**config.mk**
```make
export PLATFORM = sky130hd
export DESIGN_NAME = palette_port_arbiter_flat
export DESIGN_NICKNAME = d
export VERILOG_FILES = /design/src/rtl/palette_port_arbiter_pkg.sv /design/src/rtl/palette_port_arbiter_if.sv /design/src/rtl/palette_port_arbiter_rr_arbiter.sv /design/src/rtl/palette_port_arbiter.sv /design/src/flat_wrapper.sv
export SDC_FILE = /design/constraint.sdc
export NUM_CORES = 1
export LEC_CHECK = 0
export ABC_AREA = 1
export CORE_MARGIN = 2
export CORE_UTILIZATION = 44
export DETAILED_ROUTE_END_ITERATION = 12
export HOLD_SLACK_MARGIN = 0.1
export PLACE_DENSITY = 0.86
export REMOVE_ABC_BUFFERS = 1
export SYNTH_ARGS = -nofsm -noshare
export SYNTH_HDL_FRONTEND = slang
export SYNTH_SLANG_ARGS = --single-unit
export TNS_END_PERCENT = 30
```
**constraint.sdc**
```tcl
create_clock -name Clk -period 8.2 [get_ports Clk]
set_input_delay 1.23 -clock Clk [delete_from_list [all_inputs] [get_ports Clk]]
set_output_delay 1.23 -clock Clk [all_outputs]
set_load 0.02 [all_outputs]
```
**src/rtl/palette_port_arbiter_pkg.sv**
```systemverilog
// palette_pkg: shared types and constants for the sprite palette port arbiter.
//   pal_idx_t          8-bit palette index
//   rgb_t              24-bit RGB colour
//   TRANSP_RGB         key colour stored at the transparent palette slot
//   DEFAULT_TRANSP_IDX palette index treated as transparent by default
package palette_pkg;
   typedef logic [7:0]  pal_idx_t;
   typedef logic [23:0] rgb_t;
   localparam rgb_t     TRANSP_RGB         = 24'h800080;
   localparam pal_idx_t DEFAULT_TRANSP_IDX = 8'h00;
   function automatic logic is_transparent(input pal_idx_t idx, input pal_idx_t key);
      return idx == key;
   endfunction
endpackage

```
**src/rtl/palette_port_arbiter_if.sv**
```systemverilog
// palette_port_arbiter_if: request, palette and response signals of the palette port.
//   master: sprite engines / palette ROM / compositor side
//           drives req, req_index, pal_rgb, rsp_ready
//   slave : arbiter side
//           drives gnt, pal_index, rsp_valid, rsp_id, rsp_rgb, rsp_transparent
interface palette_port_arbiter_if
   import palette_pkg::*;
#(
   parameter int N_REQ = 4
) ();
   localparam int IW = $clog2(N_REQ);
   logic [N_REQ-1:0]   req;
   logic [N_REQ*8-1:0] req_index;
   logic [N_REQ-1:0]   gnt;
   pal_idx_t           pal_index;
   rgb_t               pal_rgb;
   logic               rsp_valid;
   logic               rsp_ready;
   logic [IW-1:0]      rsp_id;
   rgb_t               rsp_rgb;
   logic               rsp_transparent;
   modport master (
      output req, req_index, pal_rgb, rsp_ready,
      input  gnt, pal_index, rsp_valid, rsp_id, rsp_rgb, rsp_transparent
   );
   modport slave (
      input  req, req_index, pal_rgb, rsp_ready,
      output gnt, pal_index, rsp_valid, rsp_id, rsp_rgb, rsp_transparent
   );
endinterface

```
**src/rtl/palette_port_arbiter_rr_arbiter.sv**
```systemverilog
// rr_arbiter: one-hot grant to the first requester after ptr_i, wrapping N-1 -> 0.
//   req_i      request per requester
//   advance_i  grants are suppressed when low
//   ptr_i      last granted requester; tie to N-1 for fixed priority (0 highest)
//   gnt_o      one-hot grant, zero when nothing requests or advance_i is low
module rr_arbiter #(
   parameter int N  = 4,
   parameter int PW = $clog2(N)
) (
   input  logic [N-1:0]  req_i,
   input  logic          advance_i,
   input  logic [PW-1:0] ptr_i,
   output logic [N-1:0]  gnt_o
);
   logic          found;
   logic [PW-1:0] j;
   always_comb begin
      gnt_o = '0;
      found = 1'b0;
      j     = '0;
      for (int k = 1; k <= N; k++) begin
         j = PW'((int'(ptr_i) + k) % N);
         if (advance_i && !found && req_i[j]) begin
            gnt_o[j] = 1'b1;
            found    = 1'b1;
         end
      end
   end
endmodule

```
**src/rtl/palette_port_arbiter.sv**
```systemverilog
// palette_port_arbiter: shares one combinational palette between N_REQ sprite engines.
//   Clk    system clock, all state on rising edge
//   Reset  asynchronous active-high reset, flushes both pipeline stages
//   bus    slave modport: req/req_index/gnt accept side, pal_index/pal_rgb palette side,
//          rsp_valid/rsp_ready/rsp_id/rsp_rgb/rsp_transparent compositor side
// Pipeline: accept (T) -> S1 pal_index registered (T+1) -> S2 rsp_* registered (T+2).
module palette_port_arbiter
   import palette_pkg::*;
#(
   parameter int       N_REQ      = 4,
   parameter bit       FIXED_PRIO = 1'b0,
   parameter pal_idx_t TRANSP_IDX = DEFAULT_TRANSP_IDX
) (
   input logic                  Clk,
   input logic                  Reset,
   palette_port_arbiter_if.slave bus
);
   localparam int IW = $clog2(N_REQ);
   logic          adv1, adv2, accept;
   logic [N_REQ-1:0] gnt;
   logic [IW-1:0] gnt_id, ptr_q, ptr_d, s1_id_q, s1_id_d, rsp_id_q, rsp_id_d;
   pal_idx_t      sel_idx, pal_index_q, pal_index_d;
   rgb_t          rsp_rgb_q, rsp_rgb_d;
   logic          s1_valid_q, s1_valid_d, rsp_valid_q, rsp_valid_d, rsp_tr_q, rsp_tr_d;
   assign adv2   = !rsp_valid_q || bus.rsp_ready;
   assign adv1   = !s1_valid_q || adv2;
   assign accept = |gnt;
   // Gating with Reset keeps gnt low for the whole time reset is held.
   rr_arbiter #(.N(N_REQ)) u_arb (
      .req_i     (bus.req),
      .advance_i (adv1 && !Reset),
      .ptr_i     (FIXED_PRIO ? IW'(N_REQ - 1) : ptr_q),
      .gnt_o     (gnt)
   );
   always_comb begin
      gnt_id  = '0;
      sel_idx = '0;
      for (int i = 0; i < N_REQ; i++) begin
         if (gnt[i]) begin
            gnt_id  = IW'(i);
            sel_idx = bus.req_index[8*i +: 8];
         end
      end
   end
   // pal_index and all rsp_* payload hold unless a new item enters their stage.
   always_comb begin
      ptr_d       = ptr_q;
      s1_valid_d  = s1_valid_q;
      s1_id_d     = s1_id_q;
      pal_index_d = pal_index_q;
      rsp_valid_d = rsp_valid_q;
      rsp_id_d    = rsp_id_q;
      rsp_rgb_d   = rsp_rgb_q;
      rsp_tr_d    = rsp_tr_q;
      if (adv1) begin
         s1_valid_d = accept;
         if (accept) begin
            pal_index_d = sel_idx;
            s1_id_d     = gnt_id;
            ptr_d       = gnt_id;
         end
      end
      if (adv2) begin
         rsp_valid_d = s1_valid_q;
         if (s1_valid_q) begin
            rsp_id_d  = s1_id_q;
            rsp_rgb_d = bus.pal_rgb;
            rsp_tr_d  = is_transparent(pal_index_q, TRANSP_IDX);
         end
      end
   end
   always_ff @(posedge Clk or posedge Reset) begin
      if (Reset) begin
         ptr_q       <= IW'(N_REQ - 1);
         s1_valid_q  <= 1'b0;
         s1_id_q     <= '0;
         pal_index_q <= '0;
         rsp_valid_q <= 1'b0;
         rsp_id_q    <= '0;
         rsp_rgb_q   <= '0;
         rsp_tr_q    <= 1'b0;
      end else begin
         ptr_q       <= ptr_d;
         s1_valid_q  <= s1_valid_d;
         s1_id_q     <= s1_id_d;
         pal_index_q <= pal_index_d;
         rsp_valid_q <= rsp_valid_d;
         rsp_id_q    <= rsp_id_d;
         rsp_rgb_q   <= rsp_rgb_d;
         rsp_tr_q    <= rsp_tr_d;
      end
   end
   assign bus.gnt             = gnt;
   assign bus.pal_index       = pal_index_q;
   assign bus.rsp_valid       = rsp_valid_q;
   assign bus.rsp_id          = rsp_id_q;
   assign bus.rsp_rgb         = rsp_rgb_q;
   assign bus.rsp_transparent = rsp_tr_q;
endmodule

```
**src/flat_wrapper.sv**
```systemverilog
// flat-port wrapper written by rule: the top's interface ports become plain ports
module palette_port_arbiter_flat import palette_pkg::*;
#(
   parameter int       N_REQ      = 4,
   parameter bit       FIXED_PRIO = 1'b0,
   parameter pal_idx_t TRANSP_IDX = DEFAULT_TRANSP_IDX
)
  (Clk, Reset, bus_req, bus_req_index, bus_pal_rgb, bus_rsp_ready, bus_gnt, bus_pal_index, bus_rsp_valid, bus_rsp_id, bus_rsp_rgb, bus_rsp_transparent);
  palette_port_arbiter_if #(.N_REQ(N_REQ)) bus_i ();
  input logic Clk;
  input logic Reset;
  input wire logic [$bits(bus_i.req)-1:0] bus_req;
  input wire logic [$bits(bus_i.req_index)-1:0] bus_req_index;
  input wire logic [$bits(bus_i.pal_rgb)-1:0] bus_pal_rgb;
  input wire logic [$bits(bus_i.rsp_ready)-1:0] bus_rsp_ready;
  output wire logic [$bits(bus_i.gnt)-1:0] bus_gnt;
  output wire logic [$bits(bus_i.pal_index)-1:0] bus_pal_index;
  output wire logic [$bits(bus_i.rsp_valid)-1:0] bus_rsp_valid;
  output wire logic [$bits(bus_i.rsp_id)-1:0] bus_rsp_id;
  output wire logic [$bits(bus_i.rsp_rgb)-1:0] bus_rsp_rgb;
  output wire logic [$bits(bus_i.rsp_transparent)-1:0] bus_rsp_transparent;
  assign bus_i.req = bus_req;
  assign bus_i.req_index = bus_req_index;
  assign bus_i.pal_rgb = bus_pal_rgb;
  assign bus_i.rsp_ready = bus_rsp_ready;
  assign bus_gnt = bus_i.gnt;
  assign bus_pal_index = bus_i.pal_index;
  assign bus_rsp_valid = bus_i.rsp_valid;
  assign bus_rsp_id = bus_i.rsp_id;
  assign bus_rsp_rgb = bus_i.rsp_rgb;
  assign bus_rsp_transparent = bus_i.rsp_transparent;
  palette_port_arbiter #(.N_REQ(N_REQ), .FIXED_PRIO(FIXED_PRIO), .TRANSP_IDX(TRANSP_IDX)) u_core (.Clk(Clk), .Reset(Reset), .bus(bus_i));
endmodule
```
### Word level (Yosys, flattened, before mapping)

Index checks and enable logic that the tools add are counted.

* register bits after elaboration: 41
* input bits: 63
* output and inout port bits: 40
* word-level logic and storage cells: 77

* add/sub/neg operators: 4
* magnitude comparators: 8
* mux-type cells: 30
* bitwise logic cells: 3
* reductions and logical operators: 24

Operators by type and width (number)
* two-way mux 8 bit: 4
* two-way mux 4 bit: 4
* logical AND 1 bit: 12
* less-than comparator 2 x 3 -> 1 bit (second input constant): 4
* two-way mux 1 bit: 12
* bitwise OR 4 bit: 3
* binary-select mux 1 bit (select 2 bit): 4
* demux 1 bit (select 2 bit): 4
* greater-or-equal comparator 2 x 1 -> 1 bit (second input constant): 4
* logical NOT 8 bit: 1
* logical NOT 1 bit: 6
* adder 2 x 1 -> 2 bit (second input constant): 2
* adder 2 bit (second input constant): 2
* two-way mux 2 bit: 2
* AND reduction 2 bit: 2
* OR reduction 4 bit: 1
* logical OR 1 bit: 2

### Logic depth before layout (Yosys ltp)

* depth after elaboration: 22
* mapped depth: 16
* gate-level depth less buffers: 16

### By module

Synthesis repeated with hierarchy kept, for this count alone.

* cell total of the unflattened synthesis: 333
* area total of the unflattened synthesis: 2421.1 µm²

By module, submodules not included
* palette_port_arbiter: times used 1, cells an instance 267, area an instance 2005.7 µm², seq. area each 1028.5 µm²
* rr_arbiter: times used 1, cells an instance 66, area an instance 415.4 µm², seq. area each 0.0 µm²

### Least setup slack after synthesis

OpenSTA, ideal clock, no wires.

* path type: input to output
* start: in Reset
* end: out bus_gnt[3]
* arrival: 3.173 ns
* required time: 6.970 ns
* setup slack: 3.797 ns
* cell stages on the path: 9
* path buffers: 2
* path through: inv_1 -> nand2_1 -> inv_1 -> nand2_4 -> nor2_8 -> nand3_2 -> nand3_4 -> buf_8 -> buf_12

* cells in the longest elaborated chain, start to end: 16
* elaborated cells on any way between the ends: 22
* classes of those cells: 7 x mux; 3 x bitwise; 12 x reduce/logical

RTL lines
* start: declaration: line flat_wrapper.sv:11 `input logic Reset;`
* logical NOT 1 bit *: line palette_port_arbiter.sv:31 `.advance_i (adv1 && !Reset),`
* logical AND 1 bit *: line palette_port_arbiter.sv:31
* logical AND 1 bit: line palette_port_arbiter_rr_arbiter.sv:23 `if (advance_i && !found && req_i[j]) begin`
* two-way mux 1 bit: line palette_port_arbiter_rr_arbiter.sv:23
* logical NOT 1 bit: line palette_port_arbiter_rr_arbiter.sv:23
* logical AND 1 bit (2 in a row): line palette_port_arbiter_rr_arbiter.sv:23
* two-way mux 1 bit: line palette_port_arbiter_rr_arbiter.sv:23
* logical NOT 1 bit: line palette_port_arbiter_rr_arbiter.sv:23
* logical AND 1 bit (2 in a row): line palette_port_arbiter_rr_arbiter.sv:23
* two-way mux 1 bit: line palette_port_arbiter_rr_arbiter.sv:23
* logical NOT 1 bit: line palette_port_arbiter_rr_arbiter.sv:23
* logical AND 1 bit (2 in a row): line palette_port_arbiter_rr_arbiter.sv:23
* two-way mux 4 bit *: line palette_port_arbiter_rr_arbiter.sv:23
* end: declaration: line flat_wrapper.sv:16 `output wire logic [$bits(bus_i.gnt)-1:0] bus_gnt;`

Mark *: on every way between the ends. The rest lies on a longest branch, timed or not.

### Worst setup path in the final report

Ends and elaborated chain as after synthesis.

==> metrics.md <==
| Metric | Value |
|---|---|
| Final WL | 6250 microns |
| Residual DRC | 0 |
| Num ports | 103 |
| Ys Warns | 0 |
| FF-to-FF path depth | 16 |
| Total negative slack | 0 ps |
| Max-slew violations | 0 |
| Area grow syn2layout | 48.6% |
| Number of global-route vias before repair | 2,095 |
| Top-count cell post-synth | nand2_1 |
| CTS root buffer | clkbuf_8 |
| Hold Crit Endpoint | u_core.bus.rsp_id[0] |
| H-tree levels | 2 |
| Worst hold slack | 488 ps |
| Total CTS buffers | 5 |
| Post-CTS Setup Inserts | 0 |
| Final setup violation count | 0 |
| Kind of critical path | input port to primary output |
| RR Startpoint | u_core.ptr_q[0] |
| Share of layout cells above drive strength 1 | 21.6% |
| Initial Utilization | 44.9% |
| Reg2reg end | u_core.bus.pal_index[0] |
| Die height | 78.3 microns |
| Post-CTS sizing | 0 |
| Worst setup SP type | input port |
| Num rows | 27 |
| Worst-Margin Slew | 1170 ps |
| Syn Std Cell Area | 0.00243 sq mm |
| Sequential share of the synthesized area | 42.3% |
| Core ar. | 0.00541 sq mm |
| HPWL Detailed | 4800 microns |
| Finished Cell Area | 0.00361 sq mm |
| Ys async rst share | 100% |
| Max Cap Viol | 0 |
| Clk sinks | 41 |
| Mean number of vias per cell | 4.98 |
| Fill cell count | 414 |
| Leak | 1.67 nW |
| Final min period | 5020 ps |
| Placed Area | 0.00347 sq mm |
| Worst reg-to-reg setup slack | 5480 ps |
| Main synth FF type | dfrtp_1 |
| Synth area leader | dfrtp_1 |
| Post-Place Worst Slack | 3170 ps |
| CP max FO | 42 |
| 1st-iter DRT viols | 82 |
| All-Layer GR Usage | 20.7% |
| Yosys cell types | 31 |
| IO Port Bufs | 102 |
| Crit path DAT | 3790 ps |
| Slew headroom | 21.6% |
| Fin crit share | 61.2% |
| CTS Buffer Depth | 2 |
| Post-Route Skew | 5.00 ps |
| Post-CTS Hold Buffers | 0 |
| Hold Path Origin | u_core.bus.rsp_id[0] |
| Hold Crit Class | flip-flop to flip-flop |
| Post-synth top area share | 40.2% |
| Layout Cells excl Fill | 433 |
| EDFF count, synth | 0 |
| Status | complete, no violations |
| Routed len/inst | 14.4 microns |
| Gpl congestion | 0.814 |
| Max frequency | 199 MHz |
| Die X-Extent | 78.3 microns |
| Gate Count Post-Synth | 258 |
| First-pass GRT wire length | 9850 microns |
| GRT overflow | 0 |
| RSZ-0062 raised after global routing | false |
| CTS tree | built |
| Synth cell count leaders | nand2_1, dfrtp_1, nand3_1 |
| Yosys reg bits | 41 |
| Inst Count DP | 425 |
| Syn_area_per_cell | 9.41 sq um |
| Antenna-violating nets left | 0 |
| NumNets Final | 431 |
| Critical path data required time | 6970 ps |
| DIE AREA | 0.00613 sq mm |
| Via Count | 2,158 |
| Largest net degree at the start of global routing | 43 |
| PwrDens | 440 mW/mm^2 |
| Synth area leaders | dfrtp_1, mux2_2, nand2_1 |
| Crit. End Element | primary output |
| Skew-Pair Late Insertion Delay | 290 ps |
| Hold Path Depth | 2 |
| Diode count | 0 |
| Clk slew on worst S/H paths | 70 ps |
| Worst setup margin | 3180 ps |
| DRT Pass-1 Iters | 4 |
| Max VDD drop | 0.222 mV |
| Endpoints failing hold | 0 |
| Initial antenna violation count | 0 |
-- stage by stage --
stage / util, % / power (mW)
global placement: 64.3 / 1.37
global route: 66.8 / 1.70
CTS: 66.8 / 1.59
detailed placement: 64.3 / 1.40
finish: 66.8 / 1.59
floorplan: - / 1.03
-- layer usage --
layer  global-route usage, %  wire, microns  vias to the layer above  share of wire [%]
li1                        -              -                     1046                  -
met1                    25.6           2670                     1004                 43
met2                    35.9           3020                      101                 48
met3                    4.37            467                        7                7.5
met4                    6.67             92                        0                1.5
met5                       0              0                        -                  0
-- kinds of logic (layout without fill, tap and decap cells) --
group                    after synthesis  count (layout)  synth area share, %
AO/OA/AOI/OAI                         16              16                 3.40
adder cells (fa/ha/maj)                8               8                 4.12
buffers and inverters                 37             140                 7.62
flip-flops                            41              41                 42.3
multiplexers                          24              24                 11.1
AND/OR/NAND/NOR                      132             132                 31.4
-- worst max-delay path, stage by stage --
cell,delay [ps]
clkdlybuf4s50_1,400
inv_1,60
buf_4,430
nand2_1,170
inv_1,160
nand2_4,90
nor2_8,150
nand3_2,110
nand3_4,290
clkdlybuf4s50_1,670
-- worst max path at each step --
stage / startpoint / to / slack (ps) / cells past startpoint
2_1_floorplan: Reset / bus_gnt[0] / 3850 / 9
3_3_place_gp: Reset / bus_gnt[3] / 3250 / 10
3_5_place_dp: Reset / bus_gnt[3] / 3170 / 10
4_1_cts: Reset / bus_gnt[3] / 3150 / 10
5_1_grt: Reset / bus_gnt[3] / 2980 / 10
6_report: Reset / bus_gnt[3] / 3180 / 10
-- flip-flops by register name, indices dropped and copies added (netlist names) --
signal and count:
u_core.s1_id_q 2, u_core.bus.rsp_valid 1, u_core.ptr_q 2, u_core.bus.rsp_transparent 1
u_core.bus.pal_index 8, u_core.bus.rsp_id 2, u_core.bus.rsp_rgb 24, u_core.s1_valid_q 1
-- layout make-up --
cell class,count,area (sq um),share of cell area (%)
inverters,29,113,3.12
multi-input cells,180,1210,33.7
repair buffers,103,1030,28.5
flip-flops and latches,41,1030,28.5
well taps,72,90.1,2.50
clock buffers,5,68.8,1.91
clock inverters,3,65.1,1.80
-- where the power goes --
part | switching, mW | internal, mW | total [mW]
sequential | 0.0672 | 0.317 | 0.384
clock | 0.0684 | 0.121 | 0.189
combinational | 0.577 | 0.436 | 1.01
-- cells in the final DEF, fill, tap and decap left out, drive strengths merged, types with 6 or more instances in the layout --
cell,netlist,layout
dfrtp,39,39
ha,8,8
mux2,24,24
nand2,66,66
clkdlybuf4s50,0,102
inv,28,28
nor2,17,17
o21ai,6,6
a21oi,9,9
nand3,45,45
No activity file was read; power rests on OpenSTA's default activity.
